$ cat config.mk
export PLATFORM = sky130hd
export DESIGN_NAME = pq_access_arbiter
export DESIGN_NICKNAME = d
export VERILOG_FILES = /design/src/rtl/pq_ctrl_pkg.sv /design/src/rtl/rr_arbiter.sv /design/src/rtl/pq_access_arbiter.sv
export SDC_FILE = /design/constraint.sdc
export NUM_CORES = 1
export LEC_CHECK = 0
export ABC_AREA = 1
export CAP_MARGIN = 20
export CELL_PAD_IN_SITES_DETAIL_PLACEMENT = 1
export CELL_PAD_IN_SITES_GLOBAL_PLACEMENT = 1
export CORE_MARGIN = 2
export CORE_UTILIZATION = 34
export DETAILED_ROUTE_END_ITERATION = 10
export PLACE_DENSITY_LB_ADDON = 0.1
export SLEW_MARGIN = 20
export SYNTH_ARGS = -nofsm -noshare
export SYNTH_HDL_FRONTEND = slang
export SYNTH_SLANG_ARGS = --single-unit
$ cat constraint.sdc
create_clock -name CLK -period 5.9 [get_ports CLK]
set_input_delay 0.885 -clock CLK [delete_from_list [all_inputs] [get_ports CLK]]
set_output_delay 0.885 -clock CLK [all_outputs]
set_load 0.05 [all_outputs]
$ cat src/rtl/pq_ctrl_pkg.sv
// Shared types for the priority-queue access arbiter: op codes, FSM states and
// the per-grant strobe/response control word.
package pq_ctrl_pkg;

  typedef enum logic [1:0] {
    OP_PUSH    = 2'b00,
    OP_POP     = 2'b01,
    OP_REPLACE = 2'b10
  } op_t;

  typedef enum logic {
    IDLE   = 1'b0,
    STROBE = 1'b1
  } arb_state_t;

  typedef struct packed {
    logic wrt;
    logic read;
    logic rsp;
    logic empty;
  } rsp_ctl_t;

  // An op that finds the queue empty never reads it; REPLACE degrades to a PUSH.
  function automatic rsp_ctl_t decode_op(op_t op, logic q_empty);
    rsp_ctl_t c;
    c = '0;
    case (op)
      OP_PUSH: c.wrt = 1'b1;
      OP_POP: begin
        c.rsp   = 1'b1;
        c.empty = q_empty;
        c.read  = !q_empty;
      end
      OP_REPLACE: begin
        c.wrt   = 1'b1;
        c.rsp   = 1'b1;
        c.empty = q_empty;
        c.read  = !q_empty;
      end
      default: c = '0;
    endcase
    return c;
  endfunction

endpackage

$ cat src/rtl/rr_arbiter.sv
// Round-robin picker: first set request at or after ptr, wrapping at N-1 -> 0.
module rr_arbiter #(
  parameter int N  = 4,
  parameter int IW = (N > 1) ? $clog2(N) : 1
) (
  input  logic [N-1:0]  req,
  input  logic [IW-1:0] ptr,
  output logic [N-1:0]  gnt,
  output logic [IW-1:0] idx,
  output logic          any
);

  logic [IW:0]   s;
  logic [IW-1:0] j;

  always_comb begin
    gnt = '0;
    idx = '0;
    any = 1'b0;
    s   = '0;
    j   = '0;
    for (int k = 0; k < N; k++) begin
      s = {1'b0, ptr} + (IW+1)'(k);
      if (s >= (IW+1)'(N)) s = s - (IW+1)'(N);
      j = s[IW-1:0];
      if (!any && req[j]) begin
        any    = 1'b1;
        gnt[j] = 1'b1;
        idx    = j;
      end
    end
  end

endmodule

$ cat src/rtl/pq_access_arbiter.sv
// Round-robin access arbiter in front of a register-tree priority queue.
// Optional statistics counters (o_stat_* ports) under `define PQ_ARB_STATS_EN.
module pq_access_arbiter
  import pq_ctrl_pkg::*;
#(
  parameter int NUM_REQ       = 4,
  parameter int QUEUE_SIZE    = 2048,
  parameter int DATA_WIDTH    = 16,
  parameter int SETTLE_CYCLES = 2*$clog2(QUEUE_SIZE)+2
) (
  input  logic                          CLK,
  input  logic                          RSTn,
  input  logic [NUM_REQ-1:0]            i_req,
  input  logic [2*NUM_REQ-1:0]          i_op,
  input  logic [NUM_REQ*DATA_WIDTH-1:0] i_data,
  output logic [NUM_REQ-1:0]            o_gnt,
  output logic                          o_rsp_valid,
  output logic [$clog2(NUM_REQ)-1:0]    o_rsp_id,
  output logic [DATA_WIDTH-1:0]         o_rsp_data,
  output logic                          o_rsp_empty,
  output logic                          o_pq_wrt,
  output logic                          o_pq_read,
  output logic [DATA_WIDTH-1:0]         o_pq_data,
  input  logic [DATA_WIDTH-1:0]         i_pq_data,
  output logic [$clog2(QUEUE_SIZE+1)-1:0] o_count
`ifdef PQ_ARB_STATS_EN
  ,
  output logic [32*NUM_REQ-1:0]         o_stat_gnt,
  output logic [31:0]                   o_stat_settle_stall,
  output logic [31:0]                   o_stat_full_stall
`endif
);

  localparam int IW = $clog2(NUM_REQ);
  localparam int CW = $clog2(QUEUE_SIZE+1);
  localparam int SW = $clog2(SETTLE_CYCLES+1);
  localparam logic [CW-1:0] FULL      = CW'(QUEUE_SIZE);
  localparam logic [SW-1:0] SETTLE_LD = SW'(SETTLE_CYCLES);

  arb_state_t              state, state_nxt;
  logic [CW-1:0]           count;
  logic [SW-1:0]           settle_cnt;
  logic [IW-1:0]           rr_ptr, gnt_idx;
  logic [NUM_REQ-1:0]      elig, gnt_vec;
  logic                    gnt_any, take;
  op_t                     op_arr  [NUM_REQ];
  logic [DATA_WIDTH-1:0]   key_arr [NUM_REQ];
  op_t                     op_sel;
  logic [DATA_WIDTH-1:0]   key_sel;
  rsp_ctl_t                ctl_p1;
  logic [DATA_WIDTH-1:0]   key_p1;

  // Shadow count gates PUSH; settle timer gates anything that reads the root.
  always_comb begin
    elig = '0;
    for (int i = 0; i < NUM_REQ; i++) begin
      op_arr[i]  = op_t'(i_op[2*i +: 2]);
      key_arr[i] = i_data[DATA_WIDTH*i +: DATA_WIDTH];
      case (op_arr[i])
        OP_PUSH:            elig[i] = i_req[i] && (count < FULL);
        OP_POP, OP_REPLACE: elig[i] = i_req[i] && (settle_cnt == '0 || count == '0);
        default:            elig[i] = 1'b0;
      endcase
    end
  end

  rr_arbiter #(.N(NUM_REQ), .IW(IW)) u_rr (
    .req (elig),
    .ptr (rr_ptr),
    .gnt (gnt_vec),
    .idx (gnt_idx),
    .any (gnt_any)
  );

  assign take    = RSTn && (state == IDLE) && gnt_any;
  assign op_sel  = op_arr[gnt_idx];
  assign key_sel = key_arr[gnt_idx];

  always_comb begin
    state_nxt = state;
    case (state)
      IDLE:    if (take) state_nxt = STROBE;
      STROBE:  state_nxt = IDLE;
      default: state_nxt = IDLE;
    endcase
  end

  // ---- p0: grant cycle (IDLE) -> p1: strobe cycle (STROBE) ----
  always_ff @(posedge CLK or negedge RSTn) begin
    if (!RSTn) begin
      state      <= IDLE;
      count      <= '0;
      settle_cnt <= '0;
      rr_ptr     <= '0;
      ctl_p1     <= '0;
      o_rsp_id   <= '0;
      o_rsp_data <= '0;
    end else begin
      state <= state_nxt;
      if (state == STROBE)         settle_cnt <= SETTLE_LD;
      else if (settle_cnt != '0)   settle_cnt <= settle_cnt - 1'b1;
      if (take) begin
        ctl_p1   <= decode_op(op_sel, count == '0);
        o_rsp_id <= gnt_idx;
        rr_ptr   <= (gnt_idx == IW'(NUM_REQ-1)) ? '0 : gnt_idx + 1'b1;
        case (op_sel)
          OP_PUSH:    count <= count + 1'b1;
          OP_POP:     if (count != '0) count <= count - 1'b1;
          OP_REPLACE: if (count == '0) count <= count + 1'b1;
          default:    count <= count;
        endcase
        if (op_sel != OP_PUSH) o_rsp_data <= (count == '0) ? '0 : i_pq_data;
      end
    end
  end

  always_ff @(posedge CLK) begin
    if (take) key_p1 <= key_sel;
  end

  assign o_gnt       = take ? gnt_vec : '0;
  assign o_pq_wrt    = (state == STROBE) && ctl_p1.wrt;
  assign o_pq_read   = (state == STROBE) && ctl_p1.read;
  assign o_rsp_valid = (state == STROBE) && ctl_p1.rsp;
  assign o_rsp_empty = (state == STROBE) && ctl_p1.empty;
  assign o_pq_data   = o_pq_wrt ? key_p1 : '0;
  assign o_count     = count;

`ifdef PQ_ARB_STATS_EN
  logic settle_wait, full_wait;

  always_comb begin
    settle_wait = 1'b0;
    full_wait   = 1'b0;
    for (int i = 0; i < NUM_REQ; i++) begin
      if (i_req[i]) begin
        case (op_arr[i])
          OP_PUSH:            if (count == FULL) full_wait = 1'b1;
          OP_POP, OP_REPLACE: if (count != '0 && settle_cnt != '0) settle_wait = 1'b1;
          default:            ;
        endcase
      end
    end
  end

  always_ff @(posedge CLK or negedge RSTn) begin
    if (!RSTn) begin
      o_stat_gnt          <= '0;
      o_stat_settle_stall <= '0;
      o_stat_full_stall   <= '0;
    end else begin
      for (int i = 0; i < NUM_REQ; i++)
        if (o_gnt[i]) o_stat_gnt[32*i +: 32] <= o_stat_gnt[32*i +: 32] + 32'd1;
      if (settle_wait) o_stat_settle_stall <= o_stat_settle_stall + 32'd1;
      if (full_wait)   o_stat_full_stall   <= o_stat_full_stall + 32'd1;
    end
  end
`endif

  for (genvar g = 0; g < NUM_REQ; g++) begin : g_chk
    a_key_nonzero: assert property (@(posedge CLK) disable iff (!RSTn)
      (i_req[g] && op_arr[g] != OP_POP) |-> (key_arr[g] != '0));
    a_req_held: assert property (@(posedge CLK) disable iff (!RSTn)
      (i_req[g] && !o_gnt[g]) |=> i_req[g]);
  end

endmodule

* Yosys cells after proc, flatten, opt, wreduce, memory -nomap -nowiden
Cells that the tools add are included.
** Storage, ports and cells
- Input bits :: 94
- Word-level logic and storage cells :: 155
- Register bits after elaboration :: 58
- Output and inout bits :: 54
** Cells by class
- Equal/unequal tests :: 13
- Bitwise logic cells :: 5
- Add/sub/neg operators :: 11
- Mux-type cells :: 55
- $lt $le $gt $ge :: 14
- Reduce and logical (&&, ||, !) cells :: 46
** Operator list (number)
- $mux 16 :: 4
- $pmux 12 s3 :: 1
- $bmux 16 s2 :: 1
- $mux 12 :: 2
- $mux 2 :: 11
- $logic_and 1x1->1 :: 21
- $mux 4 :: 5
- $mux 1 :: 14
- $add 12x1->12 const B :: 1
- $eq 2x2->1 const B :: 6
- $ge 3x3->1 const B :: 4
- $logic_not 12->1 :: 1
- $lt 12x12->1 const B :: 1
- $lt 2x3->1 const B :: 4
- $or 4x4->4 :: 3
- $reduce_bool 12->1 :: 1
- $reduce_or 2->1 :: 6
- $sub 12x1->12 const B :: 1
- $eq 2x1->1 const B :: 5
- $logic_not 2->1 :: 5
- $mux 5 :: 2
- $pmux 1 s2 :: 5
- $bmux 1 s2 :: 4
- $demux 1 s2 :: 4
- 20 further kinds :: 32

* Depth between registers and ports, before layout
Gate-level depths: netlist of the first run.
- Depth in word-level cells :: 23
- Depth in mapped cells :: 30
- Depth with buffers taken out :: 28

* Modules after synthesis
From an unflattened synthesis of the first run, not the netlist that was laid out.
** Unflattened totals
- Cell total of the unflattened synthesis :: 588
- Area, all modules :: 4242.8 µm²
** Modules (own cells, without submodules)
- pq_access_arbiter :: sequential area each 1531.5 µm², times used 1, area each 3802.4 µm², cells an instance 514
- rr_arbiter :: sequential area each 0.0 µm², times used 1, area each 440.4 µm², cells an instance 74

* Worst setup path after synthesis of the first run
OpenSTA, ideal clock, no wires.
- Path kind :: input -> register
- Start point :: input port i_op[6]
- End point :: register count[9] (netlist: o_count[9])
- Stages on the path :: 25
- Arrival :: 4.206 ns
- Buffers on the path :: 3
- Data required time :: 5.773 ns
- Library setup time :: 0.127 ns
- Setup slack :: 1.567 ns
- Cell sequence :: ha_1 -> nor2_1 -> nor3b_1 -> nand3_1 -> nand3_1 -> nand2_1 -> buf_6 -> a21oi_2 -> nand2_2 -> nand2_4 -> buf_6 -> nand2_1 -> nand3_1 -> nand2_1 -> ha_1 -> buf_2 -> xor2_1 -> inv_1 -> o211ai_1 -> a21oi_1 -> o21ai_1 -> a31oi_1 -> xor2_1 -> nand2_1 -> o21ai_0
** On the way
- Cells in the longest elaborated chain, start to end :: 22
- Elaborated cells between the ends (all ways) :: 40
- Classes of those cells :: eq/ne: 6; mux: 21; bitwise: 1; reduce/logical: 12
** RTL lines
- start: declaration :: RTL line pq_access_arbiter.sv:14 : input logic [2*NUM_REQ-1:0] i_op,
- $eq 2x1->1 or $eq 2x2->1 (tied branches) :: RTL line pq_access_arbiter.sv:59 : case (op_arr[i])
- $reduce_or 2->1 :: RTL line pq_access_arbiter.sv:59
- $pmux 1 s2 :: RTL line pq_access_arbiter.sv:59
- $bmux 1 s2 :: RTL line rr_arbiter.sv:26 : if (!any && req[j]) begin
- $mux 1 (implied by the code) :: RTL line rr_arbiter.sv:26
- $mux 1 :: RTL line rr_arbiter.sv:26
- $logic_not 1->1 :: RTL line rr_arbiter.sv:26
- $logic_and 1x1->1 :: RTL line rr_arbiter.sv:26
- [5 not listed]
- $logic_and 1x1->1 :: RTL line rr_arbiter.sv:26
- $mux 2 :: RTL line rr_arbiter.sv:26
- $not 2->3 (implied by the code) :: RTL line pq_access_arbiter.sv:76 : assign op_sel = op_arr[gnt_idx];
- $bmux 2 s2 :: RTL line pq_access_arbiter.sv:76
- $mux 2 (implied by the code) (2 in a row) :: RTL line pq_access_arbiter.sv:76
- $eq 2x1->1, or another cell as far along :: RTL line pq_access_arbiter.sv:106 : case (op_sel)
- $ne 2x2->1 (no line) or $reduce_bool 3->1 (tied branches)
- $reduce_and 4->1 (no line)
- end signal: assignment :: RTL line pq_access_arbiter.sv:107 : OP_PUSH: count <= count + 1'b1;
- end signal: assignment :: RTL line pq_access_arbiter.sv:108 : OP_POP: if (count != '0) count <= count - 1'b1;
- end signal: assignment :: RTL line pq_access_arbiter.sv:109 : OP_REPLACE: if (count == '0) count <= count + 1'b1;
- end: declaration :: RTL line pq_access_arbiter.sv:41 : logic [CW-1:0] count;
Several ways; a longest one is shown, not always the timed one. The select of a mux whose other input is x is not followed.
A chain may end at the register's enable or synchronous reset.

* Worst setup path after layout of the first run
- Start point :: input port i_op[5]
- End point :: register count[9] (netlist: o_count[9])
Same word-level chain as after synthesis.

==> results of run 1 <==
layout make-up:
class	instances	area [sq um]
Clock inverter	1	5.00
Fill cell	1497	5940
Multi-Input combinational cell	414	2220
Sequential cell	58	1530
Inverter	71	269
Tap cell	147	184
Clock buffer	15	298
Timing Repair Buffer	154	1520
cells in the mapped netlist, types with 3 or more instances:
| master | n | area (sq um) |
|---|---|---|
| a21oi_1 | 10 | 50.1 |
| a41oi_1 | 4 | 35.0 |
| buf_2 | 9 | 45.0 |
| buf_4 | 4 | 30.0 |
| buf_6 | 4 | 45.0 |
| clkbuf_1 | 5 | 18.8 |
| dfrtp_1 | 42 | 1050 |
| edfxtp_1 | 16 | 480 |
| ha_1 | 20 | 250 |
| inv_1 | 63 | 236 |
| inv_2 | 7 | 26.3 |
| nand2_1 | 116 | 435 |
| nand2_2 | 5 | 31.3 |
| nand3_1 | 58 | 290 |
| nor2_1 | 68 | 255 |
| nor3_1 | 5 | 25.0 |
| nor3b_1 | 4 | 30.0 |
| o211ai_1 | 17 | 128 |
| o21ai_0 | 6 | 30.0 |
| o21ai_1 | 58 | 290 |
| o31ai_1 | 3 | 22.5 |
| xnor2_1 | 4 | 35.0 |
| xor2_1 | 17 | 149 |
layer usage:
metal  share of wire [%]  wire [um]  track usage, %
met5                   0          0               0
met4                0.93        133            5.37
met3                 5.2        744            4.02
met2                  51       7240            39.0
met1                  43       6210            27.5
sequential cells by signal, summed over array words and instances, names as in the netlist:
name,cells
o_count,12
ctl_p1,4
rr_ptr,2
state,1
settle_cnt,5
o_rsp_data,16
o_rsp_id,2
key_p1,16
cell families (layout without fill, tap and decap cells):
logic type | Yosys count | in the layout | synth area share (%)
XOR/XNOR | 21 | 21 | 4.42
flip-flops | 58 | 58 | 36.8
adder cells (fa/ha/maj) | 20 | 20 | 6.02
buffers and inverters | 93 | 241 | 9.81
AND/OR/NAND/NOR | 267 | 267 | 28.1
AO/OA/AOI/OAI | 106 | 106 | 14.8
metrics by stage:
stage	hold slack (ns)	area (sq um)	utilization [%]	cells	power, mW
after floorplan	0.442	4160	-	565	3.03
after global placement	0.458	5720	47.8	844	3.74
after detailed placement	0.475	5720	47.8	844	3.83
after CTS	0.499	6020	50.4	860	4.39
after global routing	0.527	6020	50.4	860	4.74
final	0.494	6020	50.4	860	4.35
path summary, 6_finish.rpt:
check / from / end / slack, ns / depth (start not counted)
max: i_op[5] / o_count[9]$_DFFE_PN0P_ / 0.56 / 27
max reg2reg: o_count[7]$_DFFE_PN0P_ / o_count[9]$_DFFE_PN0P_ / 0.82 / 28
max in group asynchronous: RSTn / settle_cnt[1]$_DFFE_PN0P_ / 4.82 / 2
min in group asynchronous: RSTn / o_count[10]$_DFFE_PN0P_ / 0.67 / 2
min: o_rsp_data[6]$_DFFE_PN0P_ / o_rsp_data[6]$_DFFE_PN0P_ / 0.49 / 2
min reg2reg: o_rsp_data[6]$_DFFE_PN0P_ / o_rsp_data[6]$_DFFE_PN0P_ / 0.49 / 2
power breakdown:
group / internal (mW) / switching, mW / total (mW)
Combinational: 0.965 / 2.02 / 2.99
Sequential: 0.679 / 0.160 / 0.838
Clock: 0.341 / 0.185 / 0.526
worst max-delay path, delay by kind of cell:
kind	cells	cell delay [ns]
buffers and inverters	5	1.07
adders and majority gates	2	0.62
xor gates and xnor gates	1	0.16
AOI/OAI and AO/OA	4	0.52
and+or+nand+nor	15	2.32
==> flow_summary.ini, run 1 <==
[status]
status = complete, no violations

[power]
p_leak_nw = 2.76
power_density_mw_per_mm2 = 723
peakVddDrop_mv = 0.368

[yosys]
synth-seq-cells = 58
syn_area_sq_mm = 0.00416
avgSynthCellArea_sq_um = 7.36
syn_inst = 565
postSynth.asyncResetShare_pct = 72.4
syn_nets = 679
ys_seq_area_share_pct = 36.8
synth_flop_cell = dfrtp_1
yosysUniqueCellTypes = 38
synth_edf_count = 16
synth_warnings = 0

[layout]
final_common_cell = clkdlybuf4s50_1
syn2layout_area_growth_pct = 44.9
fin_nets = 822
final_cell_mix = clkdlybuf4s50_1, nand2_1, nor2_1
final_layout_size_suffix_gt1_share_pct = 6.17
antennaDiodeCount = 0

[placement]
dp_worst_setup_slack_ns = 0.288
place.gp.congestion = 0.831
port_buffers = 147
hpwl_um = 10600

[clock_network]
cts.sinks = 58
cts_root_buffer = clkbuf_16
cts_buffers = 9
clockBufferDepth = 2
post-cts-setup-buffers = 0
path_clk_slew_ns = 0.06
cts_resized = 0
cts_max_level = 3
hold_buffers = 0
insertion_delay_ns = 0.33
cts_tree = done

[critical_path]
critPathSlowestCell = clkdlybuf4s50_1
required_ns = 6.12
cp_data_arrival_time_ns = 5.55
max_stage_delay_ns = 0.44
worst-path-max-fanout = 22
cp-start-kind = primary input
worstSetupPathType = in -> reg
cp-end-kind = flip-flop

[routing]
wl_per_cell_um = 16.7
viasPerCell = 5.02
drt_pre_antenna_iters = 4
num_vias = 4320
drtIter0Drc = 218
drc = 0
wirelength_um = 14300
ant_nets = 0

[floorplanning]
die_w_um = 115
die_area_sq_mm = 0.0131
fp.coreArea_sq_mm = 0.0120
die_h_um = 115
initial_core_util_pct = 34.8
ioPinCount = 148
num_rows = 40

[global_routing]
grt_max_degree = 43
grt_pass1_vias = 4535
grt_pass1_wl_um = 22700
antenna_found_initial = 0
grt.total_usage_pct = 22.0
overflow = 0

[timing]
post-route-period-util_pct = 90.5
fin_crit_ns = 5.34
timing.final.ws_setup_ns = 0.563
rsz0062_at_grt = false
maxSlewViolCount = 0
fin_setup_tns_ns = 0
worstMarginPinSlew_ns = 0.710
finClkSkew_ns = 0.00828
fmax_ghz = 0.187
setup_violations = 0
hold_viol_final = 0
slew_headroom_pct = 52.7

[worst_hold_path]
hp-class = reg -> reg

[run]
drv_cap = 0
Note: power is estimated with default switching activity, not from simulation.
==> run 2: changes to the inputs <==
CORE_UTILIZATION = 35   (was 34)
CTS_BUF_LIST = sky130_fd_sc_hd__clkbuf_4 sky130_fd_sc_hd__clkbuf_8   (was default)
==> run 2 against run 1 <==
- the flow now finishes with violations (DRC)
- utilization up 1.4 points
- routed wire length fell by 2.6%
- clock power decreased by 9.3%
- combinational power is essentially flat
- register-to-register slack better by 0.10 ns
- sequential power about the same
- non-clock buffer count shrank 1
- die area is 2.8% lower
- power decreased by 1.9%
- first-iteration DRC count decreased by 5.5%
- worst hold slack worse by 0.0069 ns
- maximum frequency increased by 2.7%
==> flow_summary.ini, run 2 (synthesis gave the netlist of run 1 again) <==
[floorplanning]
fp.coreArea_sq_mm = 0.0115
die_area_sq_mm = 0.0128
ioPinCount = 148
num_rows = 39
initial_core_util_pct = 36.1
die_w_um = 113
die_h_um = 113

[worst_hold_path]
hp-class = reg -> reg
whs_endpoint = ctl_p1[1]$_DFFE_PN0P_
hold_depth = 2
holdCritStartpoint = ctl_p1[1]$_DFFE_PN0P_

[critical_path]
worstSetupPathType = in -> reg
r2r-end = o_count[8]$_DFFE_PN0P_
required_ns = 6.18
cp-start-kind = primary input
reg2reg_slack_ns = 0.92
cp-end-kind = flip-flop
cp_data_arrival_time_ns = 5.48
cp_top_family = simple AND/OR/NAND/NOR gates
r2r-start = o_count[3]$_DFFE_PN0P_
cp_num_buf_inv = 3
max_stage_delay_ns = 0.45
worst-path-max-fanout = 20
r2r_cells = 26
critPathSlowestCell = clkdlybuf4s50_1

[layout]
fin_nets = 821
antennaDiodeCount = 0
final_layout_size_suffix_gt1_share_pct = 6.18
final_common_cell = clkdlybuf4s50_1
final_cell_mix = clkdlybuf4s50_1, nand2_1, nor2_1
syn2layout_area_growth_pct = 43.3

[clock_network]
insertion_delay_ns = 0.36
path_clk_slew_ns = 0.08
cts_tree = done
cts_max_level = 3
cts.sinks = 58
cts_resized = 0
cts_buffers = 9
cts_root_buffer = clkbuf_8
post-cts-setup-buffers = 0
clockBufferDepth = 2
hold_buffers = 0

[power]
power_density_mw_per_mm2 = 717
peakVddDrop_mv = 0.348
p_leak_nw = 2.73
power_mw = 4.27

[timing]
rsz0062_at_grt = false
post-route-period-util_pct = 88.1
fin_crit_ns = 5.20
fin_setup_tns_ns = 0
slew_headroom_pct = 50.9
hold_viol_final = 0
setup_violations = 0
finClkSkew_ns = 0.0129
worstMarginPinSlew_ns = 0.736
maxSlewViolCount = 0
fmax_ghz = 0.192

[routing]
viasPerCell = 5.10
drtIter0Drc = 206
drt_pre_antenna_iters = 8
drc = 12
wl_per_cell_um = 16.3
wirelength_um = 14000
num_vias = 4361
ant_nets = 0

[status]
status = complete, but fails checks
failed_checks = DRC

[global_routing]
grt_pass1_wl_um = 23000
overflow = 0
grt.total_usage_pct = 22.5
antenna_found_initial = 0
grt_max_degree = 49
grt_pass1_vias = 4650

[run]
drv_cap = 0

[placement]
place.gp.congestion = 0.856
hpwl_um = 10500
port_buffers = 147
[run 2: changes by cell type in the layout (fill, tap and decap cells not counted)]
cell,delta
clkbuf_16,-9
clkbuf_8,+4
bufinv_16,+3
clkinv_4,+2
inv_6,+2
buf_4,-1
clkbuf_1,-1
clkinv_2,-1
[run 2: per-stage QoR]
step / std cells / hold slack [ns] / worst slack [ns] / utilization, % / cell area, sq um
after floorplan: 565 / 0.442 / 1.57 / - / 4160
after global placement: 839 / 0.461 / 0.555 / 49.6 / 5710
after detailed placement: 839 / 0.470 / 0.329 / 49.6 / 5710
after CTS: 855 / 0.488 / 0.664 / 51.7 / 5960
after global routing: 855 / 0.514 / 0.109 / 51.7 / 5960
final: 855 / 0.487 / 0.703 / 51.7 / 5960
[run 2: final cells by class]
type	instances	area, sq um
Tap cell	143	179
Sequential cell	58	1530
Fill cell	1459	5560
Clock inverter	7	125
Multi-Input combinational cell	414	2220
Inverter	71	269
Timing Repair Buffer	153	1510
Clock buffer	9	124
[run 2: worst min-delay path, cell delays in order, from the launching register on]
cell	delay, ns
dfrtp_1	0.35
nand2_1	0.05
nand2_1	0.05
[run 2: per-layer routing]
| metal | track usage (%) | vias to the layer above | wire [um] |
|---|---|---|---|
| met1 | 27.9 | 2082 | 5870 |
| met4 | 6.99 | 0 | 276 |
| met3 | 3.37 | 20 | 707 |
| met5 | 0 | - | 0 |
| li1 | - | 2148 | - |
| met2 | 40.3 | 111 | 7100 |
[run 2: how the worst max path moves through the flow]
stage	depth (start not counted)	end	start
global route	24	o_count[9]$_DFFE_PN0P_	i_op[7]
detailed placement	25	o_count[8]$_DFFE_PN0P_	i_op[7]
CTS	25	o_count[8]$_DFFE_PN0P_	i_op[7]
finish	25	o_count[8]$_DFFE_PN0P_	i_op[3]
global placement	25	o_count[8]$_DFFE_PN0P_	i_op[7]
floorplan	25	o_count[9]$_DFFE_PN0P_	i_op[6]
[run 2: power breakdown]
| part | internal [mW] | switching (mW) |
|---|---|---|
| combinational | 0.959 | 2.00 |
| clock | 0.285 | 0.192 |
| sequential | 0.677 | 0.159 |
| total | 1.92 | 2.35 |
